[src/rtl/m_control_mem_arbiter_if.sv]
// ---------------------------------------------------------------------------
// m_control_mem_arbiter_if
//
// Purpose: bundles the fetch-side, LSU-side and memory-side handshake
// signals of the core memory arbiter.
//
// Signal groups:
//   fetch : f_enable, f_addr (requester -> arbiter)
//           f_data, f_ready, f_err (arbiter -> requester)
//   lsu   : l_enable, l_addr, l_we, l_wdata (requester -> arbiter)
//           l_rdata, l_ready, l_err (arbiter -> requester)
//   mem   : m_enable, m_addr, m_we, m_wdata (arbiter -> memory)
//           m_rdata, m_ready (memory -> arbiter)
//
// Modports:
//   slave  : the arbiter's view. It receives requests and drives the memory port.
//   master : the surroundings' view. These are the requesters and the memory.
// ---------------------------------------------------------------------------
interface m_control_mem_arbiter_if;
    logic        f_enable;
    logic [31:0] f_addr;
    logic [31:0] f_data;
    logic        f_ready;
    logic        f_err;

    logic        l_enable;
    logic [31:0] l_addr;
    logic        l_we;
    logic [31:0] l_wdata;
    logic [31:0] l_rdata;
    logic        l_ready;
    logic        l_err;

    logic        m_enable;
    logic [31:0] m_addr;
    logic        m_we;
    logic [31:0] m_wdata;
    logic [31:0] m_rdata;
    logic        m_ready;

    modport slave (
        input  f_enable, f_addr,
        output f_data, f_ready, f_err,
        input  l_enable, l_addr, l_we, l_wdata,
        output l_rdata, l_ready, l_err,
        output m_enable, m_addr, m_we, m_wdata,
        input  m_rdata, m_ready
    );

    modport master (
        output f_enable, f_addr,
        input  f_data, f_ready, f_err,
        output l_enable, l_addr, l_we, l_wdata,
        input  l_rdata, l_ready, l_err,
        input  m_enable, m_addr, m_we, m_wdata,
        output m_rdata, m_ready
    );
endinterface

[src/rtl/m_control_mem_arbiter.sv]
// ---------------------------------------------------------------------------
// m_control_mem_arbiter
//
// Purpose: shares the single core memory port between instruction fetch
// and the load/store unit. Only one transaction is in flight at a time.
// Ties are broken round-robin. A transaction that hangs is aborted with an
// error once TIMEOUT cycles pass without m_ready. TIMEOUT = 0 disables the abort.
//
// Ports:
//   clk   : clock. All logic runs on the rising edge.
//   nrst  : asynchronous active-low reset
//   bus   : m_control_mem_arbiter_if.slave. This carries the fetch, LSU and
//           memory handshakes.
// ---------------------------------------------------------------------------
module m_control_mem_arbiter #(
    parameter int unsigned TIMEOUT = 255
) (
    input  logic                        clk,
    input  logic                        nrst,
    m_control_mem_arbiter_if.slave      bus
);

    localparam int CW = (TIMEOUT > 0) ? $clog2(TIMEOUT + 1) : 1;
    localparam int unsigned TLIM = (TIMEOUT > 0) ? (TIMEOUT - 1) : 0;
    localparam logic [CW-1:0] CNT_HIT = CW'(TLIM);
    localparam logic [CW-1:0] CNT_MAX = CW'(TIMEOUT);

    typedef enum logic [1:0] {
        IDLE   = 2'd0,
        BUSY_F = 2'd1,
        BUSY_L = 2'd2
    } state_t;

    state_t        state_reg;
    logic          last_grant_l_reg;   // 1: the last grant went to the LSU
    logic [CW-1:0] cnt_reg;

    logic f_elig;
    logic l_elig;
    logic grant_f;
    logic timeout_hit;

    // A requester that is still in its ready cycle has not yet seen the
    // pulse. Its enable is stale, so it must not be re-granted.
    assign f_elig  = bus.f_enable & ~bus.f_ready;
    assign l_elig  = bus.l_enable & ~bus.l_ready;
    assign grant_f = f_elig & (~l_elig | last_grant_l_reg);

    assign timeout_hit = (TIMEOUT > 0) && (cnt_reg == CNT_HIT);

    // Taking this from the state register lets it drop with reset at once.
    assign bus.m_enable = (state_reg != IDLE);

    always_ff @(posedge clk or negedge nrst) begin
        if (!nrst) begin
            state_reg        <= IDLE;
            last_grant_l_reg <= 1'b1;
            cnt_reg          <= '0;
            bus.m_addr       <= '0;
            bus.m_we         <= 1'b0;
            bus.m_wdata      <= '0;
            bus.f_data       <= '0;
            bus.f_ready      <= 1'b0;
            bus.f_err        <= 1'b0;
            bus.l_rdata      <= '0;
            bus.l_ready      <= 1'b0;
            bus.l_err        <= 1'b0;
        end else begin
            // The completion pulses last only one cycle.
            bus.f_ready <= 1'b0;
            bus.f_err   <= 1'b0;
            bus.l_ready <= 1'b0;
            bus.l_err   <= 1'b0;

            case (state_reg)
                IDLE: begin
                    if (grant_f) begin
                        state_reg        <= BUSY_F;
                        bus.m_addr       <= bus.f_addr;
                        bus.m_we         <= 1'b0;
                        bus.m_wdata      <= '0;
                        last_grant_l_reg <= 1'b0;
                        cnt_reg          <= '0;
                    end else if (l_elig) begin
                        state_reg        <= BUSY_L;
                        bus.m_addr       <= bus.l_addr;
                        bus.m_we         <= bus.l_we;
                        bus.m_wdata      <= bus.l_wdata;
                        last_grant_l_reg <= 1'b1;
                        cnt_reg          <= '0;
                    end
                end

                BUSY_F: begin
                    // If m_ready and the timeout come together, m_ready takes
                    // priority.
                    if (bus.m_ready) begin
                        bus.f_data  <= bus.m_rdata;
                        bus.f_ready <= 1'b1;
                        state_reg   <= IDLE;
                    end else if (timeout_hit) begin
                        bus.f_data  <= '0;
                        bus.f_ready <= 1'b1;
                        bus.f_err   <= 1'b1;
                        state_reg   <= IDLE;
                    end else if (cnt_reg != CNT_MAX) begin
                        cnt_reg <= cnt_reg + CW'(1);
                    end
                end

                BUSY_L: begin
                    if (bus.m_ready) begin
                        // A write returns no data.
                        bus.l_rdata <= bus.m_we ? 32'd0 : bus.m_rdata;
                        bus.l_ready <= 1'b1;
                        state_reg   <= IDLE;
                    end else if (timeout_hit) begin
                        bus.l_rdata <= '0;
                        bus.l_ready <= 1'b1;
                        bus.l_err   <= 1'b1;
                        state_reg   <= IDLE;
                    end else if (cnt_reg != CNT_MAX) begin
                        cnt_reg <= cnt_reg + CW'(1);
                    end
                end

                default: state_reg <= IDLE;
            endcase
        end
    end

endmodule

[src/flat_wrapper.sv]
// flat-port wrapper written by rule: the top's interface ports become plain ports
module m_control_mem_arbiter_flat 
#(
    parameter int unsigned TIMEOUT = 255
)
  (clk, nrst, bus_f_enable, bus_f_addr, bus_f_data, bus_f_ready, bus_f_err, bus_l_enable, bus_l_addr, bus_l_we, bus_l_wdata, bus_l_rdata, bus_l_ready, bus_l_err, bus_m_enable, bus_m_addr, bus_m_we, bus_m_wdata, bus_m_rdata, bus_m_ready);
  m_control_mem_arbiter_if bus_i ();
  input  logic clk;
  input  logic nrst;
  input wire logic [$bits(bus_i.f_enable)-1:0] bus_f_enable;
  input wire logic [$bits(bus_i.f_addr)-1:0] bus_f_addr;
  output wire logic [$bits(bus_i.f_data)-1:0] bus_f_data;
  output wire logic [$bits(bus_i.f_ready)-1:0] bus_f_ready;
  output wire logic [$bits(bus_i.f_err)-1:0] bus_f_err;
  input wire logic [$bits(bus_i.l_enable)-1:0] bus_l_enable;
  input wire logic [$bits(bus_i.l_addr)-1:0] bus_l_addr;
  input wire logic [$bits(bus_i.l_we)-1:0] bus_l_we;
  input wire logic [$bits(bus_i.l_wdata)-1:0] bus_l_wdata;
  output wire logic [$bits(bus_i.l_rdata)-1:0] bus_l_rdata;
  output wire logic [$bits(bus_i.l_ready)-1:0] bus_l_ready;
  output wire logic [$bits(bus_i.l_err)-1:0] bus_l_err;
  output wire logic [$bits(bus_i.m_enable)-1:0] bus_m_enable;
  output wire logic [$bits(bus_i.m_addr)-1:0] bus_m_addr;
  output wire logic [$bits(bus_i.m_we)-1:0] bus_m_we;
  output wire logic [$bits(bus_i.m_wdata)-1:0] bus_m_wdata;
  input wire logic [$bits(bus_i.m_rdata)-1:0] bus_m_rdata;
  input wire logic [$bits(bus_i.m_ready)-1:0] bus_m_ready;
  assign bus_i.f_enable = bus_f_enable;
  assign bus_i.f_addr = bus_f_addr;
  assign bus_f_data = bus_i.f_data;
  assign bus_f_ready = bus_i.f_ready;
  assign bus_f_err = bus_i.f_err;
  assign bus_i.l_enable = bus_l_enable;
  assign bus_i.l_addr = bus_l_addr;
  assign bus_i.l_we = bus_l_we;
  assign bus_i.l_wdata = bus_l_wdata;
  assign bus_l_rdata = bus_i.l_rdata;
  assign bus_l_ready = bus_i.l_ready;
  assign bus_l_err = bus_i.l_err;
  assign bus_m_enable = bus_i.m_enable;
  assign bus_m_addr = bus_i.m_addr;
  assign bus_m_we = bus_i.m_we;
  assign bus_m_wdata = bus_i.m_wdata;
  assign bus_i.m_rdata = bus_m_rdata;
  assign bus_i.m_ready = bus_m_ready;
  m_control_mem_arbiter #(.TIMEOUT(TIMEOUT)) u_core (.clk(clk), .nrst(nrst), .bus(bus_i));
endmodule
[config.mk]
export PLATFORM = sky130hd
export DESIGN_NAME = m_control_mem_arbiter_flat
export DESIGN_NICKNAME = d
export VERILOG_FILES = /design/src/rtl/m_control_mem_arbiter_if.sv /design/src/rtl/m_control_mem_arbiter.sv /design/src/flat_wrapper.sv
export SDC_FILE = /design/constraint.sdc
export NUM_CORES = 1
export LEC_CHECK = 0
export ABC_AREA = 1
export ABC_CLOCK_PERIOD_IN_PS = 2000
export CAP_MARGIN = 20
export CORE_MARGIN = 1
export CORE_UTILIZATION = 40
export CTS_CLUSTER_SIZE = 10
export DETAILED_ROUTE_END_ITERATION = 10
export PLACE_DENSITY = 0.75
export SYNTH_ARGS = -nofsm -noshare
export SYNTH_HDL_FRONTEND = slang
export SYNTH_SLANG_ARGS = --single-unit
[constraint.sdc]
create_clock -name clk -period 2 [get_ports clk]
set_input_delay 0.3 -clock clk [delete_from_list [all_inputs] [get_ports clk]]
set_output_delay 0.3 -clock clk [all_outputs]
set_load 0.005 [all_outputs]
==> run summary <==
Max VDD drop = 754 uV
leakage = 4.77 nW
Clock Latency Late Sink = 0.42 ns
htree depth = 4
Yosys top cell by area = dfrtp_1
vias in the first global route = 6164
fin crit period = 1.84 ns
Mapped Avg Cell Area = 8.52 um^2
Critical Path AT = 1.54 ns
Seq/Total Area, Yosys = 0.538
clk_skew = 0.0104 ns
Tot Pwr = 14.9 mW
CP bufs+invs = 3
CTS Buf Count = 17
Die Ht = 131 um
Final Wtd Congestion = 0.819
PwrDens = 1440 nW/um^2
initial antenna violation count = 1
vias per std cell = 4.90
worst relative slew slack = 0.698
status = finished, final reports clean
Synth top cells by count = nand2_1 (196), dfrtp_1 (143), nand3_1 (134)
RSZ-0062 raised after global routing = no
clk slew on worst S/H paths = 0.06 ns
pin count of the biggest net entering global routing = 65
CTS Root Cell = clkbuf_16
fraction of registers with async set or reset after synthesis = 1.00
flops & latches, synth = 144
EDFF count, synth = 0
Max-cap violations = 0
Layout Utilization = 0.640
Cells after Synth = 787
Global Route Usage Sum = 0.235
Yosys top cell area share = 0.534
DIE WIDTH = 131 um
initial core utilization = 0.416
number of core rows = 46
CP endpoint kind = output port
global-route wire length before repair = 32100 um
CP required = 1.70 ns
period utilisation layout = 0.919
layout cell share with drive strength beyond 1 = 0.0803
DRC = 0
worst slew pin tran = 0.453 ns
cell mode on critical path = inv_1
Worst setup SP type = flop
layout net count = 1187
Critical Path Max Stage Delay = 0.40 ns
drt pass-1 iters = 5
Slew Limit Fails = 0
Hold Crit Class = primary input to asynchronous set/reset pin
routed len/inst = 15.3 um
CTS Sinks = 144
Post-CTS Setup Bufs = 0
Post-Syn Nets = 927
Layout area overhead = 53.8%
Ys Warns = 0
family with the most delay on the worst path = buffers and inverters
Inst Count DP = 1243
CP max-delay cell = dfrtp_1
I/O pin count = 268
setup TNS = 0 ns
antenna-violating nets left = 0
Core Box Area = 16100 um^2
Final Hold Vio Count = 0
IO Port Bufs = 267
library cells used by synthesis = 30
Setup Viol. Count Final = 0
TritonCTS clock tree = built
crit-path max FO = 4
Final Non-Filler Cells = 1276
worst path cell trace = inv_1 > ha_1 > inv_1 > dlygate4sd2_1
gr ovfl total = 0
most frequent cell after synthesis = nand2_1
Clock Path Buffers = 2
ranking of synthesized cells by area = dfrtp_1 (53%), nand2_1 (11%), nand3_1 (10%), inv_1 (6.3%), o21ai_0 (3.7%)
total number of vias = 6248
dominant synthesized flop cell = dfrtp_1
kind of critical path = flop to output port
Iter 0 DRT Violations = 284
Die ar. = 17300 um^2
Post-DP HPWL = 13700 um
drt total wl = 19500 um
max frequency = 544 MHz
synthesized cell area = 6700 um^2
==> layer usage <==
metal | up-vias | track usage | routed length (um)
met5 | - | 0 | 0
li1 | 3017 | - | -
met3 | 51 | 0.0378 | 886
met1 | 2976 | 0.292 | 8000
met2 | 204 | 0.389 | 9780
met4 | 0 | 0.132 | 873
==> layout by cell type (no fill, tap or decap), types with 2 or more instances in the layout <==
cell,count
inv_6,3
o21ai_1,10
nand2_1,195
clkinv_2,2
nor2_4,2
buf_4,13
inv_1,112
ha_1,6
nand3_2,10
o21a_1,32
o21ai_0,49
a21oi_4,2
a21oi_1,4
o21ai_2,10
nand2_2,4
nand3_1,134
nor3_1,2
nor2_1,15
clkinv_4,2
inv_2,2
bufinv_16,6
dfrtp_1,143
clkbuf_16,17
buf_12,7
clkdlybuf4s50_1,265
==> worst register-to-register path, stage by stage (launching register included) <==
cell	delay [ns]
dfrtp_1	0.43
inv_1	0.10
ha_1	0.15
inv_1	0.05
nor2_2	0.14
nand2_4	0.09
a21oi_4	0.16
buf_12	0.28
nand3_1	0.18
o21ai_1	0.10
==> cells by family after synthesis <==
group / count (synthesis) / share of synthesized area
AO/OA/AOI/OAI: 109 / 0.102
flip-flops: 144 / 0.538
AND/OR/NAND/NOR: 365 / 0.244
buffers and inverters: 162 / 0.104
adder cells (fa/ha/maj): 6 / 0.0112
XOR/XNOR: 1 / 0.00131
==> metrics by stage <==
step	hold WS [ns]	instance area (um^2)	setup WS, ns
3_3_place_gp	0.266	9630	0.182
5_1_grt	0.420	10300	0.0515
4_1_cts	0.386	10300	0.135
3_5_place_dp	0.261	9630	0.121
6_report	0.384	10300	0.163
2_1_floorplan	0.00441	6700	0.505
==> path summary, 6_finish.rpt <==
check                                      start                     end  slack [ns]  cells past startpoint
max in group asynchronous                   nrst  u_core.bus.l_rdata[30]        0.95                      3
min in group clk                 bus_l_wdata[13]  u_core.bus.m_wdata[13]        0.44                      3
max                          u_core.state_reg[0]            bus_m_enable        0.16                      4
min reg2reg                u_core.bus.m_wdata[3]   u_core.bus.m_wdata[3]        0.48                      2
max reg2reg                    u_core.cnt_reg[0]   u_core.bus.l_rdata[9]        0.24                      9
min                                         nrst    u_core.bus.m_addr[5]        0.38                      2
==> final cells by class <==
type / instances / area (um^2)
multi-input cells: 481 / 2420
flip-flops and latches: 144 / 3600
clock buffers: 18 / 429
diodes: 1 / 2.50
fillers: 1366 / 5810
clock inverters: 13 / 234
inverters: 115 / 432
repair buffers: 288 / 2920
well taps: 216 / 270
==> power breakdown <==
part	switching [mW]	total (mW)	internal, mW
Clock	1.26	3.60	2.34
Combinational	2.98	6.40	3.43
Sequential	0.697	4.86	4.16
Total	4.93	14.9	9.93
==> timing repair <==
item	in CTS	in global routing
hold endpoints to repair	40	0
setup endpoints to repair	1	0
hold buffers	1	0
resized for setup	1	0
No activity file was read; power rests on OpenSTA's default activity.
==> RTL change 1: new RTL, same settings <==
Re-encode `state_t` (3 states) as one-hot, 3 bits wide.
--- a/src/rtl/m_control_mem_arbiter.sv
+++ b/src/rtl/m_control_mem_arbiter.sv
@@ -26,8 +26,8 @@
     localparam logic [CW-1:0] CNT_MAX = CW'(TIMEOUT);
 
-    typedef enum logic [1:0] {
-        IDLE   = 2'd0,
-        BUSY_F = 2'd1,
-        BUSY_L = 2'd2
+    typedef enum logic [2:0] {
+        IDLE   = 3'b001,
+        BUSY_F = 3'b010,
+        BUSY_L = 3'b100
     } state_t;
 
Function: same outputs for any inputs over 4 cycles, from zero or initial values and one cycle with nrst low; so few cycles prove little.
==> RTL change 1 against the unedited design <==
Register-to-register slack gained 100 ps. Routed wire length fell by 9.3%. Clock skew down 0.96 ps. Setup slack improved by 26 ps. Largest cell class unchanged. Sequential power grew 1%. Total power down 5.0%. Non-clock buffer count down 4. Design area is 3.9% lower. Area after synthesis shrank 3.6%. Sequential cell count up 1. Combinational power decreased by 6.6%.
==> RTL change 1: results (changes against the unedited design) <==
status - complete, no violations
Top delay family on crit path - flip-flops
largest net degree at the start of global routing - 66 (+1.5%)
Layout Nets - 1106 (-6.8%)
Worst-Skew Late Latency - 420 ps (about the same)
port bufs - 267 (unchanged)
leakage - 4.34 nW (-9.1%)
Hold Path Class - input pin to flop
drt pass-1 iters - 5 (unchanged)
Worst path slowest cell - dfstp_2
RePlAce Congestion - 0.799 (-2.5%)
initial antenna violation count - 0 (-1)
Sw Ratio - 32.3% (-0.84 points)
synth cell count leaders - nand2_1 (235), dfrtp_1 (143), nand3_1 (76)
Detailed Route WL - 17700 um (-9.3%)
hold_buf cts - 1 (unchanged)
Main synth FF type - dfrtp_1
Clock power frac - 22.9% (-1.3 points)
Least-Margin Pin Slew - 480 ps (+27.0 ps)
Iteration-0 DRC Markers - 354 (+25%)
vias in the first global route - 5475 (-11%)
CP max FO - 4 (unchanged)
Synth area leaders - dfrtp_1 (55%), nand2_1 (14%), nand3_1 (5.9%), o21ai_2 (4.9%), buf_6 (3.3%)
gr usage total - 21.8% (-1.7 points)
Pwr Density - 1420 mW/mm2 (-1.1%)
first-pass GRT wire length - 27800 um (-13%)
crit path DAT - 1510 ps (-30 ps)
Max clock buf depth - 2 (unchanged)
clk_skew - 9.45 ps (-0.963 ps)
sequential element share of the synthesized area - 56.2% (+2.4 points)
root buffer cell - clkbuf_16
peak supply drop - 0.799 mV (+5.9%)
half-perimeter wire length after placement - 12500 um (-8.8%)
diode count - 0 (-1)
Yosys warning count - 0 (unchanged)
Reg clk slew, reported paths - 60 ps (about the same)
synth unique cells - 27 (-10%)
cts repair resizes - 1 (unchanged)
syn_nets - 854 (-7.9%)
ys async rst share - 100% (unchanged)
DR vias/cell - 4.82 (-1.6%)
R2R setup slack - 340 ps (+100 ps)
CTS buffer count - 17 (unchanged)
share of cells above drive strength 1 - 9.97% (+1.9 points)
Setup Buffers After CTS - 0 (unchanged)
H-tree Lvls - 4 (unchanged)
Comb group - 5.98 mW (-6.6%)
Fillers - 1348 (-1.3%)
Crit path largest cell delay - 510 ps (+110 ps)
## RTL change 1: changes by cell type after synthesis, moves of 32 or more
cell,change
nand3_1,-58
inv_1,-92
o21a_1,-32
a31oi_1,+32
nand2_1,+39
## RTL change 1: path summary, 6_finish.rpt
| check | start | cells past startpoint | end |
|---|---|---|---|
| setup reg to reg | u_core.cnt_reg[0] | 10 | u_core.bus.f_data[14] |
| setup / recovery | u_core.state_reg[0] | 4 | bus_m_enable |
| min in group asynchronous | nrst | 2 | u_core.bus.l_rdata[0] |
| hold reg to reg | u_core.bus.f_data[28] | 2 | u_core.bus.f_data[28] |
| hold / removal | bus_m_ready | 4 | u_core.state_reg[1] |
| max in group asynchronous | nrst | 3 | u_core.last_grant_l_reg |
## RTL change 1: final cells by class
class	instances	share of cell area, %
repair buffers	284	29.5
clock buffers	20	4.41
flip-flops and latches	145	36.6
well taps	216	2.73
clock inverters	12	1.60
multi-input cells	501	24.3
inverters	21	0.821
## RTL change 1: through the flow
| stage | hold WS (ps) | area (um2) | std cells | setup slack, ps |
|---|---|---|---|---|
| 6_report | 307 | 9910 | 1199 | 189 |
| 5_1_grt | 335 | 9910 | 1199 | 104 |
| 3_3_place_gp | 256 | 9300 | 1166 | 299 |
| 3_5_place_dp | 251 | 9300 | 1166 | 220 |
| 4_1_cts | 314 | 9910 | 1199 | 176 |
| 2_1_floorplan | 4.41 | 6460 | 718 | 480 |
## RTL change 1: cells by family after synthesis
family	after synthesis	synth area share, %
simple gates	361	23.1
flops	145	56.2
compound gates	134	13.2
buf+inv	72	6.61
xor+xnor	4	0.543
fa+ha+maj	2	0.387
## RTL change 1: layer usage
metal  GRT usage [%]  up-vias  share of wire [%]
li1                -     2872                  -
met1            27.0     2663                 42
met2            34.6      222                 47
met3            8.59       18                9.7
met4            7.47        0                1.6
met5               0        -                  0
==> RTL change 2: new RTL, same settings <==
Made on the original files. `TIMEOUT` is set to 255 in 2 places; all go to 510.
--- a/src/rtl/m_control_mem_arbiter.sv
+++ b/src/rtl/m_control_mem_arbiter.sv
@@ -14,5 +14,5 @@
 // ---------------------------------------------------------------------------
 module m_control_mem_arbiter #(
-    parameter int unsigned TIMEOUT = 255
+    parameter int unsigned TIMEOUT = 510
 ) (
     input  logic                        clk,
--- a/src/flat_wrapper.sv
+++ b/src/flat_wrapper.sv
@@ -2,5 +2,5 @@
 module m_control_mem_arbiter_flat 
 #(
-    parameter int unsigned TIMEOUT = 255
+    parameter int unsigned TIMEOUT = 510
 )
   (clk, nrst, bus_f_enable, bus_f_addr, bus_f_data, bus_f_ready, bus_f_err, bus_l_enable, bus_l_addr, bus_l_we, bus_l_wdata, bus_l_rdata, bus_l_ready, bus_l_err, bus_m_enable, bus_m_addr, bus_m_we, bus_m_wdata, bus_m_rdata, bus_m_ready);
Formal check against the unedited RTL: same outputs for any inputs over 4 cycles, from zero or initial values and one cycle with nrst low; that may be too few to reach the edited logic, so the function may still have changed.
==> RTL change 2 against the unedited design <==
First-iteration DRC count is 5.6% higher. Global-route usage grew 1.1 points. Sequential cell count grew 1. Utilization down 0.36 points. Count of clock-buffer cells in the layout up 1. Clock power shrank 9.4%. Routed wire length is 2.2% higher. Setup slack lost 33 ps. Design area decreased by 2.0%. Total power fell by 4.8%. Area after synthesis down 3.1%. Largest cell class unchanged.
==> RTL change 2: results (changes against the unedited design) <==
status - complete, no violations
wire length per cell - 15.6 um (+1.8%)
M1 WL - 8180 um (+2.2%)
via count - 6184 (-1.0%)
Synth area leaders - dfrtp_1 (56%), nand2_1 (12%), o21ai_0 (7.6%), inv_1 (6.6%), nand3_1 (6.2%)
initial antenna violation count - 0 (-1)
placed cell count - 1248 (+0.40%)
vias in the first global route - 6045 (-1.9%)
clk_skew - 7.24 ps (-3.17 ps)
non-filler instance count after layout - 1281 (+0.39%)
Layout Nets - 1193 (+0.51%)
Least-Margin Pin Slew - 471 ps (+17.2 ps)
largest net degree at the start of global routing - 62 (-4.6%)
XOR/XNOR Fraction of Synth Area - 0.405% (+0.27 points)
gr usage total - 24.6% (+1.1 points)
met2 Use GR - 40.7% (+1.8 points)
GR Layer Usage met1 - 29.6% (+0.38 points)
Post-Synth Adder-Cell Area - 1.35% (+0.23 points)
Iteration-0 DRC Markers - 300 (+5.6%)
leakage - 4.71 nW (-1.4%)
diode count - 0 (-1)
syn_nets - 931 (+0.43%)
share of cells above drive strength 1 - 5.73% (-2.3 points)
sequential element share of the synthesized area - 55.9% (+2.1 points)
crit path DAT - 1570 ps (+30 ps)
Syn Inst Count - 790 (+0.38%)
post-synth top area share - 55.5% (+2.1 points)
Compound-Gate Fraction of Synth Area - 10.6% (+0.46 points)
peak supply drop - 0.805 mV (+6.8%)
RePlAce Congestion - 0.860 (+4.9%)
## RTL change 2: changes by cell type in the layout (fill, tap and decap cells not counted), moves of 9 or more
cell | before | now
nand3_1 | 134 | 80
nand3_2 | 10 | 0
nand4_1 | 1 | 10
nor2_1 | 15 | 46
o21a_1 | 32 | 0
o21ai_0 | 49 | 99
o21ai_1 | 10 | 32
o21ai_2 | 10 | 0
## RTL change 2: worst max-delay path: stages (launching register included)
cell	delay, ps
dfrtp_1	400
inv_1	80
ha_1	230
inv_1	130
dlygate4sd2_1	310
## RTL change 2: power breakdown
part | switching, mW | internal (mW)
Sequential | 0.711 | 4.19
Clock | 1.27 | 1.99
Combinational | 2.78 | 3.21
Total | 4.76 | 9.39
## RTL change 2: final timing paths
path	from	cells after the start	to	slack [ps]
worst max-delay path	u_core.state_reg[1]	4	bus_m_enable	130
worst min-delay path	nrst	2	u_core.bus.f_data[15]	390
worst max register to register	u_core.state_reg[1]	8	u_core.bus.m_addr[6]	240
worst min register to register	u_core.bus.m_wdata[18]	2	u_core.bus.m_wdata[18]	480
max in group asynchronous	nrst	3	u_core.bus.m_addr[1]	1010
min in group clk	bus_l_wdata[19]	3	u_core.bus.m_wdata[19]	440
## RTL change 2: per-stage QoR
stage / instance area (um2) / setup slack, ps / total power, mW / hold slack (ps)
finish: 10100 / 130 / 14.2 / 392
global placement: 9490 / 139 / 10.8 / 272
detailed placement: 9490 / 83.2 / 10.9 / 276
floorplan: 6490 / 429 / 7.17 / 4.41
global route: 10100 / 10.3 / 15.1 / 436
CTS: 10100 / 88.6 / 14.3 / 388
## RTL change 2: final cells by class
type | count | area, um2
clock inverter | 13 | 160
fill | 1301 | 5780
inverter | 116 | 435
multi-input combinational | 485 | 2230
clock buffer | 19 | 443
timing repair buffer | 287 | 2940
sequential | 145 | 3630
tap | 216 | 270
